==> config.mk <==
export PLATFORM = sky130hd
export DESIGN_NAME = hazard_unit_sb
export DESIGN_NICKNAME = d
export VERILOG_FILES = /design/src/rtl/hazard_pkg.sv /design/src/rtl/mul_scoreboard.sv /design/src/rtl/hazard_unit_sb.sv
export SDC_FILE = /design/constraint.sdc
export NUM_CORES = 1
export LEC_CHECK = 0
export CAP_MARGIN = 20
export CORE_AREA = 2 2 74 76
export CTS_CLUSTER_DIAMETER = 80
export DETAILED_ROUTE_END_ITERATION = 7
export DIE_AREA = 0 0 76 78
export GPL_ROUTABILITY_DRIVEN = 0
export GPL_TIMING_DRIVEN = 0
export PLACE_DENSITY = 0.64
export SETUP_SLACK_MARGIN = 0.2
export SYNTH_ARGS = -nofsm -noshare
export SYNTH_HDL_FRONTEND = slang
export SYNTH_SLANG_ARGS = --single-unit
==> constraint.sdc <==
create_clock -name CLK -period 1.9 [get_ports CLK]
set_input_delay 0.19 -clock CLK [delete_from_list [all_inputs] [get_ports CLK]]
set_output_delay 0.19 -clock CLK [all_outputs]
set_load 0.02 [all_outputs]
==> src/rtl/hazard_pkg.sv <==
// Shared forwarding encodings and the register address match rule
// used by the hazard unit and its multiplier scoreboard.
package hazard_pkg;

   localparam logic [1:0] FW_RF  = 2'd0;
   localparam logic [1:0] FW_MEM = 2'd1;
   localparam logic [1:0] FW_WB  = 2'd2;
   localparam logic [1:0] FW_MUL = 2'd3;

   // Callers zero-extend addresses to 16 bits; the hard-wired zero register never matches.
   function automatic logic addr_match(
      input logic [15:0] a,
      input logic [15:0] b,
      input logic        zero_reg
   );
      return (a == b) && !(zero_reg && (a == 16'd0));
   endfunction

endpackage

==> src/rtl/mul_scoreboard.sv <==
// One-entry scoreboard for the non-pipelined multiplier: tracks the
// outstanding destination and pulses mul_wb on the writeback cycle.
module mul_scoreboard
   import hazard_pkg::*;
#(
   parameter int AW      = 5,
   parameter int MUL_LAT = 3
) (
   input  logic          clk,
   input  logic          rst,
   input  logic          mul_e,
   input  logic          taken_e,
   input  logic [AW-1:0] wa_e,
   output logic          mul_wb,
   output logic [AW-1:0] mul_wa,
   output logic          mul_busy
);

   logic [3:0] cnt;
   logic       issue;

   assign issue  = mul_e && !taken_e;
   assign mul_wb = mul_busy && (cnt == 4'd0);

   always_ff @(posedge clk or posedge rst) begin
      if (rst) begin
         mul_busy <= 1'b0;
         cnt      <= 4'd0;
         mul_wa   <= '0;
      end else if (issue) begin
         mul_busy <= 1'b1;
         cnt      <= 4'(MUL_LAT - 1);
         mul_wa   <= wa_e;
      end else if (mul_busy) begin
         if (cnt == 4'd0) begin
            mul_busy <= 1'b0;
         end else begin
            cnt <= cnt - 4'd1;
         end
      end
   end

   // The D-stage structural stall must keep a second multiply out of E.
   a_no_issue_busy : assert property (
      @(posedge clk) disable iff (rst) !(mul_e && mul_busy)
   );

endmodule

==> src/rtl/hazard_unit_sb.sv <==
// Pipeline hazard/forwarding unit with N read ports, taken-branch
// flush and a scoreboard for the multi-cycle multiplier.
module hazard_unit_sb
   import hazard_pkg::*;
#(
   parameter int AW       = 5,
   parameter int NRD      = 2,
   parameter int MUL_LAT  = 3,
   parameter int ZERO_REG = 1
) (
   input  logic              CLK,
   input  logic              RST,
   input  logic [NRD*AW-1:0] RA_D,
   input  logic [NRD*AW-1:0] RA_E,
   input  logic [AW-1:0]     WA_D,
   input  logic [AW-1:0]     WA_E,
   input  logic [AW-1:0]     WA_M,
   input  logic [AW-1:0]     WA_W,
   input  logic              Load_E,
   input  logic              Mul_D,
   input  logic              Mul_E,
   input  logic              WEN_M,
   input  logic              WEN_W,
   input  logic              Taken_E,
   output logic              PCWrite,
   output logic              FDWrite,
   output logic              FDFlush,
   output logic              DEFlush,
   output logic [NRD*2-1:0]  FW,
   output logic              MulWB,
   output logic [AW-1:0]     MulWA,
   output logic              MulBusy
);

   localparam logic ZR = (ZERO_REG != 0);

   logic [NRD-1:0] ld_hit;
   logic [NRD-1:0] raw_hit;
   logic           waw_hit;
   logic           load_use;
   logic           mul_haz;
   logic           stall;

   mul_scoreboard #(
      .AW      (AW),
      .MUL_LAT (MUL_LAT)
   ) u_sb (
      .clk      (CLK),
      .rst      (RST),
      .mul_e    (Mul_E),
      .taken_e  (Taken_E),
      .wa_e     (WA_E),
      .mul_wb   (MulWB),
      .mul_wa   (MulWA),
      .mul_busy (MulBusy)
   );

   generate
      for (genvar i = 0; i < NRD; i++) begin : g_port
         logic [AW-1:0] ra_d;
         logic [AW-1:0] ra_e;
         logic [1:0]    fw;

         assign ra_d       = RA_D[i*AW +: AW];
         assign ra_e       = RA_E[i*AW +: AW];
         assign ld_hit[i]  = addr_match(16'(ra_d), 16'(WA_E), ZR);
         assign raw_hit[i] = addr_match(16'(ra_d), 16'(MulWA), ZR);

         always_comb begin
            fw = FW_RF;
            if (RST) begin
               fw = FW_RF;
            end else if (MulWB && addr_match(16'(ra_e), 16'(MulWA), ZR)) begin
               fw = FW_MUL;
            end else if (!WEN_M && addr_match(16'(ra_e), 16'(WA_M), ZR)) begin
               fw = FW_MEM;
            end else if (!WEN_W && addr_match(16'(ra_e), 16'(WA_W), ZR)) begin
               fw = FW_WB;
            end
         end

         assign FW[i*2 +: 2] = fw;
      end
   endgenerate

   assign waw_hit  = addr_match(16'(WA_D), 16'(MulWA), ZR);
   assign load_use = Load_E && (|ld_hit);
   // The result lands in the MulWB cycle, so data hazards clear then; the unit itself does not.
   assign mul_haz  = MulBusy && (Mul_D || (!MulWB && ((|raw_hit) || waw_hit)));
   assign stall    = load_use || mul_haz;

   always_comb begin
      PCWrite = 1'b1;
      FDWrite = 1'b1;
      FDFlush = 1'b0;
      DEFlush = 1'b0;
      if (!RST) begin
         if (Taken_E) begin
            FDFlush = 1'b1;
            DEFlush = 1'b1;
         end else if (stall) begin
            PCWrite = 1'b0;
            FDWrite = 1'b0;
            DEFlush = 1'b1;
         end
      end
   end

endmodule

==> results of run 1 <==
-- timing repair --
| item | 4_1_cts | 5_1_grt |
|---|---|---|
| buffers inserted | 10 | 6 |
| pin swaps | 7 | 11 |
| gates resized for setup | 61 | 24 |
| endpoints found under the setup margin | 8 | 8 |
-- state kept, by name, summed over array words and instances (netlist names) --
register / count
u_sb.cnt: 4
u_sb.mul_busy: 1
u_sb.mul_wa: 5
-- metal layers --
layer / up-vias / track usage [%]
met3: 2 / 3.02
met5: - / 0
met2: 51 / 22.3
li1: 675 / -
met4: 0 / 2.36
met1: 625 / 17.2
-- layout by cell type (no fill, tap or decap), types with 3 or more instances in the layout --
cell type	count
clkdlybuf4s50_1	44
xor2_1	32
xnor2_1	19
buf_4	17
nor2_1	11
buf_6	11
nand4_1	7
dlygate4sd2_1	7
dfrtp_1	6
mux2_1	5
nand2_1	4
nor4_1	4
xnor2_2	4
dfrtp_2	4
clkbuf_1	3
nor3_1	3
nor4_2	3
or4_4	3
clkbuf_8	3
-- synthesized netlist by cell type, types with 3 or more instances --
cell type  count
a21oi_1        5
buf_2          3
dfrtp_1       10
inv_1          4
mux2_1         5
nand2_1        4
nand3_1        4
nand4_1        7
nor2_1        12
nor3_1         3
nor4_1         9
xnor2_1       25
xor2_1        32
-- through the flow --
| step | util, % | hold WS (ns) | std cells | setup TNS (ns) |
|---|---|---|---|---|
| after floorplan | - | 0.310 | 146 | -0.414 |
| after global placement | 41.0 | 0.460 | 277 | -4.84 |
| after detailed placement | 41.0 | 0.469 | 277 | -4.91 |
| after CTS | 43.8 | 0.216 | 291 | -1.42 |
| after global routing | 47.2 | 0.243 | 297 | -2.23 |
| final | 47.2 | 0.198 | 297 | -1.57 |
-- logic make-up (layout without fill, tap and decap cells) --
group | Yosys count | in the layout
adders and majority gates | 1 | 1
DFF | 10 | 10
buffers and inverters | 13 | 94
AOI/OAI and AO/OA | 13 | 13
xor gates and xnor gates | 57 | 57
and+or+nand+nor | 47 | 47
muxes | 5 | 5
-- power groups by stage --
stage | combinational [uW] | sequential, uW | clock, uW
final | 1090 | 362 | 225
after floorplan | 523 | 372 | 0
after CTS | 965 | 357 | 232
after detailed placement | 852 | 353 | 0
after global routing | 1180 | 373 | 246
after global placement | 847 | 352 | 0
-- final cells by class --
cell class              instances  area [um^2]  share of cell area [%]
inverters                       5         21.3                   0.894
multi-input cells             123         1160                    48.9
clock buffers                   4         45.0                    1.89
flip-flops and latches         10          255                    10.7
well taps                      70         87.6                    3.68
plain buffers                   8         83.8                    3.52
repair buffers                 77          722                    30.4
-- worst paths after layout --
kind                             startpoint              to
worst max-delay path            u_sb.cnt[0]           FW[1]
worst min-delay path                    RST     u_sb.cnt[2]
worst max register to register  u_sb.cnt[0]     u_sb.cnt[3]
worst min register to register  u_sb.cnt[1]     u_sb.cnt[1]
max in group asynchronous               RST  u_sb.mul_wa[0]
min in group CLK                u_sb.cnt[1]     u_sb.cnt[1]
-- worst max-delay path, stage by stage, from the launching register on --
cell and delay, ns:
dfrtp_1 0.39, inv_2 0.08, ha_4 0.14, inv_4 0.04, nor4b_4 0.24, nand4_1 0.13, or4_4 0.48, a21oi_4 0.17
buf_6 0.13
==> impl_metrics.py, run 1 <==
metrics = {
    "final_layout": {
        "area_growth_pct": 91.1,
        "finalInstanceArea_mm2": 0.00238,
        "final_layout_size_suffix_gt1_share_pct": 30.8,
        "antenna-diode-count": 0,
        "layout.nets": 277,
        "nFillCells": 483,
    },
    "logic_synthesis": {
        "yosys.area_share.simple_pct": 21.4,
        "synth_compound_area_share_pct": 7.44,
        "ys_ff_latch": 10,
        "synth_fp_nets": 195,
        "synth_area_leaders": "xor2_1 (23%), dfrtp_1 (20%), xnor2_1 (18%)",
        "netlist_instances": 146,
        "synth_area_mm2": 0.00124,
        "synth_top_family_by_area": "XOR/XNOR gates",
        "yosysWarnings": 0,
        "syn_avg_cell_area_um2": 8.53,
        "yosys_most_used_dff": "dfrtp_1",
        "synth_top_area_share_pct": 22.5,
        "synth_cell_types": 32,
        "synth-async-reset-ratio_pct": 100,
        "yosysTopAreaCell": "xor2_1",
        "synth_edf_count": 0,
        "synth_xor_area_share_pct": 40.1,
        "synth.mux.area_fraction_pct": 4.52,
        "synth_seq_area_share_pct": 20.1,
        "synth_adder_area_share_pct": 1.01,
    },
    "critical_path": {
        "r2r_slack_ns": 0.45,
        "worstPathArrival_ns": 2.03,
        "critPathMaxFanout": 3,
        "end_kind": "output pin",
        "cp-start-kind": "flip-flop",
        "cp.required_ns": 1.71,
        "rr_worst_depth": 7,
        "path_class": "flip-flop to output pin",
    },
    "sta": {
        "postLayoutSetupSlackWorst_ns": -0.323,
        "maxSlewViolCount": 0,
        "clock.fmax_mhz": 450,
        "fin_crit_ns": 2.22,
        "finalCritPeriodShare_pct": 117,
        "max_slew_margin_pct": 61.0,
        "rsz0062_at_grt": "yes",
        "setup_viol": 7,
        "final-hold-violation-count": 0,
        "fin_skew_ns": 0.00209,
        "tightestPinTransition_ns": 0.585,
    },
    "clocking": {
        "h-tree-depth": 1,
        "postCtsHoldBufs": 0,
        "clkTransAtPathRegs_ns": 0.05,
        "tritoncts": "built",
        "clk_latency_ns": 0.23,
        "clockBufferDepth": 2,
        "numCtsBuffers": 3,
        "cts.sinks": 10,
        "clockRootBuffer": "clkbuf_8",
    },
    "detailed_routing": {
        "drc": 0,
        "via_per_inst": 4.56,
        "vias": 1353,
        "postRouteAntennaNets": 0,
        "wl_met2_um": 2020,
        "first_pass_iters": 4,
        "drtIter0Drc": 12,
        "finalWirelength_um": 4180,
        "route.met3.wl_um": 221,
        "top_layer_used": "met4",
        "met1_length_um": 1910,
        "post_drt_wl_per_cell_um": 14.1,
    },
    "global_route": {
        "antenna_found_initial": 0,
        "grt_overflow_total": 0,
        "grt_pass1_vias": 1337,
        "grt_max_degree": 11,
        "track_usage_pct": 13.1,
        "grt_pass1_wl_um": 6350,
    },
    "min_path": {
        "hold_path.class": "primary input to asynchronous set/reset pin",
    },
    "placement": {
        "postPlaceCellArea_mm2": 0.00207,
        "dp_hpwl_um": 3050,
        "portBuffers": 61,
        "dp_slack_ns": -1.03,
    },
    "floorplan": {
        "start_util_pct": 24.7,
        "core-area_mm2": 0.00504,
        "pin_count": 63,
        "die_x_um": 76,
        "die_area_mm2": 0.00593,
        "row_count": 26,
        "die_h_um": 78,
    },
    "pwr": {
        "power_frac_comb_pct": 65.1,
        "p_leak_uw": 0.000902,
        "swShare_pct": 39.2,
        "total_power_uw": 1680,
        "power_per_cell_area_mw_per_mm2": 706,
        "seq_power_share_pct": 21.5,
        "max-vdd-ir-drop_v": 0.000540,
        "p_int_uw": 1020,
        "power_frac_clock_pct": 13.4,
        "p_switching_uw": 658,
    },
    "job": {
        "max-cap-violations": 0,
    },
    "outcome": {
        "status": "finished with violations",
        "violations": "negative setup slack",
    },
}
(Power assumes the default switching activity.)
==> run 2, diff against run 1 <==
--- a/config.mk
+++ b/config.mk
@@ -5,6 +5,7 @@
 export SDC_FILE = /design/constraint.sdc
 export NUM_CORES = 1
 export LEC_CHECK = 0
+export ABC_AREA = 0
 export CAP_MARGIN = 20
 export CORE_AREA = 2 2 74 76
 export CTS_CLUSTER_DIAMETER = 80
@@ -17,3 +18,4 @@
 export SYNTH_ARGS = -nofsm -noshare
 export SYNTH_HDL_FRONTEND = slang
 export SYNTH_SLANG_ARGS = --single-unit
+export TNS_END_PERCENT = 10
==> constraint.sdc (replaced) <==
create_clock -name CLK -period 2.83 [get_ports CLK]
set_input_delay 0.283 -clock CLK [delete_from_list [all_inputs] [get_ports CLK]]
set_output_delay 0.283 -clock CLK [all_outputs]
set_load 0.02 [all_outputs]
==> run 2 against run 1 <==
Effect of this change:
- the run now ends clean
- sequential power shrank 36%
- final cell count is 5.4% lower
- non-clock buffer count is 15 lower
- clock skew is 0.0030 ns higher
- largest cell class unchanged
==> impl_metrics.py, run 2 (synthesized netlist as in run 1, its figures left out) <==
metrics = {
    "critical_path": {
        "path_class": "primary input to output pin",
        "cp_cell_sequence": "clkdlybuf4s50_1 > or4_4 > nor2_4 > nor4_1 > o31ai_1 > buf_4 > a311o_1 > buf_4 > buf_4",
        "cp-start-kind": "primary input",
        "end_kind": "output pin",
        "critPathMaxFanout": 3,
        "cp.required_ns": 2.55,
        "worst-path-stages": 9,
        "r2r_slack_ns": 1.15,
        "worstReg2RegStart": "u_sb.cnt[0]",
        "max_stage_delay_ns": 0.57,
        "crit_start": "RA_D[6]",
        "rr_worst_depth": 6,
        "path_buf_inv": 4,
        "crit_top_cell": "buf_4",
        "cpMaxStageDelayCell": "or4_4",
        "timing.rr.end": "u_sb.cnt[1]",
        "worstPathArrival_ns": 2.26,
        "crit_end": "PCWrite",
        "cp_top_family": "buffers and inverters",
    },
    "final_layout": {
        "top_regs": "u_sb.mul_wa: 5 flops, u_sb.cnt: 4 flops, u_sb.mul_busy: 1 flops",
        "final_layout_size_suffix_gt1_share_pct": 8.53,
        "largest-register": "u_sb.mul_wa",
        "area_growth_pct": 59.8,
        "largest_reg_flops": 5,
        "finalInstanceArea_mm2": 0.00199,
        "final_common_cell": "clkdlybuf4s50_1",
        "antenna-diode-count": 0,
        "nFillCells": 498,
        "layout.nets": 262,
        "mostFrequentLayoutCells": "clkdlybuf4s50_1 (56), xor2_1 (32), xnor2_1 (25)",
    },
    "sta": {
        "maxSlewViolCount": 0,
        "final-hold-violation-count": 0,
        "clock.fmax_mhz": 393,
        "postLayoutSetupSlackWorst_ns": 0.285,
        "rsz0062_at_grt": "yes",
        "fin_crit_ns": 2.54,
        "finalCritPeriodShare_pct": 89.9,
        "max_slew_margin_pct": 61.8,
        "setup_viol": 0,
        "tightestPinTransition_ns": 0.570,
        "fin_skew_ns": 0.00511,
    },
    "clocking": {
        "clockBufferDepth": 2,
        "cts.sinks": 10,
        "clockRootBuffer": "clkbuf_8",
        "clk_latency_ns": 0.24,
        "h-tree-depth": 1,
        "clkTransAtPathRegs_ns": 0.05,
        "postCtsHoldBufs": 0,
        "tritoncts": "built",
        "numCtsBuffers": 3,
    },
    "min_path": {
        "hold_path.class": "primary input to asynchronous set/reset pin",
    },
    "floorplan": {
        "start_util_pct": 24.7,
        "row_count": 26,
        "die_x_um": 76,
        "core-area_mm2": 0.00504,
        "die_h_um": 78,
        "die_area_mm2": 0.00593,
        "pin_count": 63,
    },
    "detailed_routing": {
        "via_per_inst": 4.56,
        "first_pass_iters": 4,
        "drtIter0Drc": 56,
        "finalWirelength_um": 3740,
        "vias": 1281,
        "drc": 0,
        "post_drt_wl_per_cell_um": 13.3,
        "postRouteAntennaNets": 0,
    },
    "global_route": {
        "grt_max_degree": 11,
        "grt_overflow_total": 0,
        "grt_pass1_vias": 1285,
        "antenna_found_initial": 0,
        "track_usage_pct": 13.1,
        "grt_pass1_wl_um": 6220,
    },
    "pwr": {
        "power_per_cell_area_mw_per_mm2": 454,
        "max-vdd-ir-drop_v": 0.000316,
        "total_power_uw": 904,
        "p_leak_uw": 0.000750,
    },
    "job": {
        "max-cap-violations": 0,
    },
    "placement": {
        "dp_slack_ns": -0.306,
        "postPlaceCellArea_mm2": 0.00194,
        "portBuffers": 61,
        "dp_hpwl_um": 3060,
    },
    "outcome": {
        "status": "complete, no violations",
    },
}
run 2: cell types whose count changed in the layout (fill, tap and decap cells not counted), moves of 3 or more:
| cell | delta |
|---|---|
| dfrtp_2 | -4 |
| buf_6 | -10 |
| nor4_2 | -3 |
| clkdlybuf4s50_1 | +12 |
| buf_2 | +4 |
| xnor2_1 | +6 |
| a21oi_1 | +3 |
| xnor2_2 | -4 |
| nor4_1 | +5 |
| dlygate4sd2_1 | -4 |
| dfrtp_1 | +4 |
| buf_4 | -13 |
run 2: stage by stage:
stage	util (%)	hold WS (ns)	setup TNS [ns]	cells
2_1_floorplan	-	0.302	0	146
3_3_place_gp	38.5	0.448	-0.556	277
3_5_place_dp	38.5	0.457	-0.563	277
4_1_cts	39.4	0.198	0	281
5_1_grt	39.5	0.260	0	281
6_report	39.5	0.175	0	281
run 2: metal layers:
metal / global-route usage [%] / vias up / part of all wire [%]
met5: 0 / - / 0
met4: 3.82 / 0 / 0.99
met3: 2.67 / 3 / 6.7
met2: 21.3 / 54 / 44
met1: 17.6 / 585 / 48
li1: - / 639 / -
run 2: worst min-delay path by stage:
stage,end,slack [ns],cells past startpoint
finish,u_sb.mul_wa[0],0.18,2
detailed placement,u_sb.mul_wa[0],0.46,2
global route,u_sb.mul_wa[0],0.26,2
CTS,u_sb.cnt[0],0.20,2
global placement,u_sb.mul_wa[0],0.45,2
floorplan,u_sb.cnt[0],0.30,2
run 2: area by class of cell:
| class | instances | area [um^2] | share of cell area [%] |
|---|---|---|---|
| inverter | 5 | 18.8 | 0.943 |
| clock buffer | 3 | 41.3 | 2.08 |
| sequential | 10 | 250 | 12.6 |
| timing repair buffer | 62 | 607 | 30.5 |
| tap | 70 | 87.6 | 4.40 |
| buffer | 8 | 48.8 | 2.45 |
| multi-input combinational | 123 | 936 | 47.0 |
run 2: timing repair:
item | 4_1_cts | 5_1_grt
setup endpoints to repair | 5 | 7
pin swaps | 1 | 0
setup buffers | 1 | 0
resized for setup | 8 | 2
gates cloned | 0 | 0
run 2: power by group:
part,total (uW),switching [uW],internal [uW]
sequential,232,45.4,187
clock,148,54.7,93.0
combinational,524,256,269
